$ cat src/rtl/nes_pad_poller.sv
// NES/SNES multi-pad serial reader: shared latch/clock strobes, per-frame capture.
// Define NES_PAD_EDGE_DETECT_EN to add the 'pressed' new-press output.
module nes_pad_poller #(
   parameter int NUM_PADS    = 2,
   parameter int CLK_DIV     = 300,
   parameter int POLL_PERIOD = 1666667
) (
   input  logic                  clk,
   input  logic                  rst,
   input  logic [NUM_PADS-1:0]   nes_data,
   output logic                  nes_latch,
   output logic                  nes_clk,
   output logic [8*NUM_PADS-1:0] buttons,
`ifdef NES_PAD_EDGE_DETECT_EN
   output logic [8*NUM_PADS-1:0] pressed,
`endif
   output logic                  valid
);

   localparam int TW = $clog2(POLL_PERIOD);
   localparam int CW = $clog2(2 * CLK_DIV);

   localparam logic [TW-1:0] T_LAST   = TW'(POLL_PERIOD - 1);
   localparam logic [CW-1:0] C_LAST   = CW'(2 * CLK_DIV - 1);
   localparam logic [CW-1:0] C_HIGH   = CW'(CLK_DIV);
   localparam logic [CW-1:0] C_SAMPLE = CW'(CLK_DIV - 2);

   typedef enum logic [1:0] {
      IDLE,
      LATCH,
      READ,
      DONE
   } state_t;

   state_t state_q, state_d;

   logic [TW-1:0] timer_q;
   logic [CW-1:0] cnt_q, cnt_d;
   logic [2:0]    bit_q, bit_d;
   logic          latch_d, sclk_d;
   logic          shift_en, load_en;

   logic [NUM_PADS-1:0]      sync1, sync2;
   logic [NUM_PADS-1:0][7:0] shreg;

   always_comb begin
      state_d  = state_q;
      cnt_d    = cnt_q;
      bit_d    = bit_q;
      latch_d  = 1'b0;
      sclk_d   = 1'b0;
      shift_en = 1'b0;
      load_en  = 1'b0;
      unique case (state_q)
         IDLE: begin
            if (timer_q == '0) begin
               state_d = LATCH;
               cnt_d   = '0;
               latch_d = 1'b1;
            end
         end
         LATCH: begin
            if (cnt_q == C_LAST) begin
               state_d = READ;
               cnt_d   = '0;
               bit_d   = '0;
            end else begin
               cnt_d   = cnt_q + CW'(1);
               latch_d = 1'b1;
            end
         end
         READ: begin
            // sample lands on the edge that opens the last low cycle
            shift_en = (cnt_q == C_SAMPLE);
            if (cnt_q == C_LAST) begin
               cnt_d = '0;
               if (bit_q == 3'd7) begin
                  state_d = DONE;
                  load_en = 1'b1;
               end else begin
                  bit_d = bit_q + 3'd1;
               end
            end else begin
               cnt_d  = cnt_q + CW'(1);
               sclk_d = (cnt_d >= C_HIGH);
            end
         end
         DONE: begin
            state_d = IDLE;
            cnt_d   = '0;
         end
      endcase
   end

   always_ff @(posedge clk or posedge rst) begin
      if (rst) begin
         state_q   <= IDLE;
         timer_q   <= '0;
         cnt_q     <= '0;
         bit_q     <= '0;
         nes_latch <= 1'b0;
         nes_clk   <= 1'b0;
      end else begin
         state_q   <= state_d;
         timer_q   <= (timer_q == T_LAST) ? '0 : timer_q + TW'(1);
         cnt_q     <= cnt_d;
         bit_q     <= bit_d;
         nes_latch <= latch_d;
         nes_clk   <= sclk_d;
      end
   end

   always_ff @(posedge clk or posedge rst) begin
      if (rst) begin
         sync1 <= '1;
         sync2 <= '1;
         shreg <= '0;
      end else begin
         sync1 <= nes_data;
         sync2 <= sync1;
         if (shift_en) begin
            for (int k = 0; k < NUM_PADS; k++)
               shreg[k] <= {~sync2[k], shreg[k][7:1]};
         end
      end
   end

   always_ff @(posedge clk or posedge rst) begin
      if (rst) begin
         buttons <= '0;
         valid   <= 1'b0;
`ifdef NES_PAD_EDGE_DETECT_EN
         pressed <= '0;
`endif
      end else begin
         valid <= load_en;
         if (load_en)
            buttons <= shreg;
`ifdef NES_PAD_EDGE_DETECT_EN
         pressed <= load_en ? (shreg & ~buttons) : '0;
`endif
      end
   end

endmodule

$ cat config.mk
export PLATFORM = sky130hd
export DESIGN_NAME = nes_pad_poller
export DESIGN_NICKNAME = d
export VERILOG_FILES = /design/src/rtl/nes_pad_poller.sv
export SDC_FILE = /design/constraint.sdc
export NUM_CORES = 1
export LEC_CHECK = 0
export BUFFER_PORTS_ARGS = -buffer_cell sky130_fd_sc_hd__buf_2
export CAP_MARGIN = 10
export CORE_UTILIZATION = 45
export CTS_CLUSTER_SIZE = 30
export DETAILED_ROUTE_END_ITERATION = 12
export PLACE_DENSITY = 0.7
export SKIP_LAST_GASP = 1
export SYNTH_ARGS = -nofsm -noshare
export SYNTH_HDL_FRONTEND = slang
export SYNTH_SLANG_ARGS = --single-unit
$ cat constraint.sdc
create_clock -name clk -period 2.1 [get_ports clk]
set_clock_uncertainty 0.2 [all_clocks]
set_input_delay 0 -clock clk [delete_from_list [all_inputs] [get_ports clk]]
set_output_delay 0 -clock clk [all_outputs]
set_load 0.05 [all_outputs]
==> metrics.md <==
| Metric | Value |
|---|---|
| Status | finished with violations |
| Failing checks | setup timing |
| Die ar. | 8270 sq um |
| Yosys warns | 0 |
| Filler cells | 604 |
| Synth top area cells | dfrtp_1 (50%), mux2_2 (7.0%), mux2_4 (4.6%) |
| Post-Synth Simple-Gate Area | 16.7% |
| Die Span Y | 91.0 um |
| Initial Util | 46.3% |
| Inserted Clock Buffers | 9 |
| CP delay by family, top | simple AND/OR/NAND/NOR gates |
| Sequential element share of the synthesized area | 52.8% |
| Crit path kind | flip-flop to flip-flop |
| R2r startpoint | cnt_q[3] |
| Yosys reg bits | 75 |
| I/O pins | 23 |
| Vias | 2597 |
| CP Launch Type | flip-flop |
| Post-synthesis mux area share | 11.6% |
| Unrepaired setup endpoints after global routing | yes |
| Design Power | 2.85 mW |
| Worst slack, placed | -0.0807 ns |
| CP Launch Point | cnt_q[3] |
| Crit path max fanout | 3 |
| Max cap viols | 0 |
| CP Depth | 6 |
| Largest net degree at the start of global routing | 76 |
| Critical Path RT | 2.13 ns |
| Final WL | 7530 um |
| Max IR drop VDD | 0.361 mV |
| Buffers added on ports | 22 |
| Grt total ovfl | 0 |
| Cells after synthesis | 300 |
| Critical Path AT | 2.18 ns |
| CTS tree | yes |
| Fmax | 464 MHz |
| Layout cell share with drive strength beyond 1 | 41.3% |
| Slew margin rel. | 74.4% |
| CP cell instances | nand4bb_4 -> or4_4 -> buf_6 -> a21oi_4 -> o21ai_2 -> mux2_4 |
| Area grow syn2layout | 30.2% |
| Area share of fa/ha/maj cells after synthesis | 3.51% |
| Max Slew Vio Count | 0 |
| R2r endpoint | state_q[1] |
| Hold/Removal Path Class | primary input to async pin |
| Vias in the first global route | 2666 |
| Mapped Area | 3560 sq um |
| NumNets Final | 396 |
| Footprint of the multi-input gates | 1700 sq um |
| H-tree levels | 3 |
| Setup violators final | 14 |
| Clk root buf | clkbuf_8 |
| Max incr delay on CP | 0.58 ns |
| Num Clock Sinks | 75 |
| R2r setup slk | -0.05 ns |
| Gr usage total | 19.7% |
| Worst Tran Pin Value | 0.385 ns |
| Main synth FF type | dfrtp_1 |
| Slowest library cell on the worst path | or4_4 |
| First-pass DRT Iterations | 5 |
| Setup_tns | -0.183 ns |
| Worst-path clk slew | 0.08 ns |
| Floorplan row count | 32 |
| Worst-skew pair later-pin latency | 0.35 ns |
| Synth cell types | 47 |
| Top-area cell type share of the netlist area | 49.9% |
| Die X | 91.0 um |
| Post-synthesis compound-gate area fraction | 8.22% |
| Hold Vio Cnt, Final | 0 |
| Placer congestion estimate | 0.807 |
| First-pass GRT wire length | 12900 um |
| Final ANT Viol Nets | 0 |
| Crit path capture type | flip-flop |
| Mean routed wirelength per cell | 15.4 um |
| Final Util | 60.3% |
| Post-synth ARST share | 100% |
| HPWL Detailed | 4710 um |
| Ant diodes | 0 |
| PnR worst setup slack | -0.0550 ns |
| Tcrit/Tclk final | 103% |
| CP endpoint | state_q[1] |
| Minimum clock period | 2.15 ns |
| Buf/Inv on CP | 1 |
| Vias/cell | 5.31 |
| Post-synth EDFFs | 0 |
| Core area | 7690 sq um |
| Initial antenna violation count | 0 |
| XOR/XNOR Fraction of Synth Area | 4.18% |
| Largest family of logic cells by synthesized area | simple AND/OR/NAND/NOR gates |
| Register area | 1880 sq um |
| Leak | 2.22 nW |
| # DRC | 0 |
| Worst Hold Slack | 0.0941 ns |
| 1st-iter DRT viols | 155 |
| Syn_nets | 314 |
| Synth Area per Inst | 11.9 sq um |
| Largest area contributor in the netlist | dfrtp_1 |
| Max clock buf depth | 2 |
| Power per cell area | 615 nW/um^2 |
| Reg2reg path depth | 6 |
==> layout make-up <==
class,instances,share of cell area (%)
Clock buffer,10,2.97
Clock inverter,6,2.43
Inverter,9,0.810
Multi-Input combinational cell,206,36.6
Sequential cell,75,40.6
Tap cell,102,2.75
Timing Repair Buffer,81,13.8
==> tightest hold or removal path: cells and delay by family <==
| family | cells | cell delay [ns] |
|---|---|---|
| buffers and inverters | 4 | 1.05 |
==> state kept, by name, summed over array words and instances, names as in the netlist <==
register / cells
valid: 1
state_q: 2
nes_clk: 1
bit_q: 3
shreg: 16
buttons: 16
sync1: 2
nes_latch: 1
timer_q: 21
sync2: 2
cnt_q: 10
==> per-stage QoR <==
stage | cell area (sq um) | cells
floorplan | 3580 | 300
global placement | 4110 | 461
detailed placement | 4110 | 461
CTS | 4480 | 484
global route | 4640 | 489
finish | 4640 | 489
==> placed cells by master (no fill, tap or decap), types with 4 or more instances in the layout <==
cell      instances
xor2_1            8
mux2_2           15
dfrtp_1          71
a22o_1            7
buf_2            22
nand2_1          15
nor4_1            6
nor2b_1           5
clkbuf_8         10
or4_4             4
nand3_1          12
xnor2_1           9
nand4_1           9
ha_1              8
dfstp_2           4
o21ai_0          11
buf_4            48
nor2_1           19
o21ai_1           6
inv_1             8
and3_1            4
mux2_4           18
==> cells in the mapped netlist, drive strengths merged (4+ instances only) <==
cell and number:
buf 6, nand3 14, inv 9, nor2b 5, and3 4, xnor2 9
dfrtp 71, a21oi 5, nand4 9, nand2 17, xor2 8, a22o 7
nor2 24, mux2 33, or4 5, o31ai 4, clkbuf 4, dfstp 4
ha 10, nor4 6, o21ai 19
==> routing by layer <==
metal | part of all wire (%) | track usage [%]
met3 | 4.1 | 3.77
met4 | 1.7 | 8.33
met2 | 51 | 31.9
met1 | 44 | 25.9
met5 | 0 | 0
==> how the worst min path moves through the flow <==
stage / start / end / slack, ns / cells after the start
3_5_place_dp: nes_data[1] / sync1[1] / -0.09 / 1
6_report: rst / buttons[2] / 0.09 / 4
4_1_cts: nes_data[1] / sync1[1] / 0.1 / 2
3_3_place_gp: nes_data[0] / sync1[0] / -0.09 / 1
5_1_grt: nes_data[1] / sync1[1] / 0.11 / 2
2_1_floorplan: nes_data[0] / sync1[0] / -0.20 / 0
==> what timing repair did <==
item	4_1_cts	5_1_grt
hold buffers	3	0
gates cloned	1	2
gates resized for setup	13	32
hold endpoints to repair	77	0
endpoints found under the setup margin	28	48
setup buffers	3	3
pin swaps	4	6
==> logic make-up after synthesis <==
family | count (synthesis)
AOI/OAI and AO/OA | 42
xor gates and xnor gates | 17
adders and majority gates | 10
buffers and inverters | 19
DFF | 75
muxes | 33
and+or+nand+nor | 104
==> where the power goes <==
group	leakage [nW]	internal, mW	switching (mW)	total [mW]
registers	1.00	1.45	0.00220	1.45
logic	1.09	0.00992	0.0289	0.0388
clock network	0.126	0.824	0.536	1.36
total	2.22	2.28	0.567	2.85
Power figures use the tool's default switching activity.
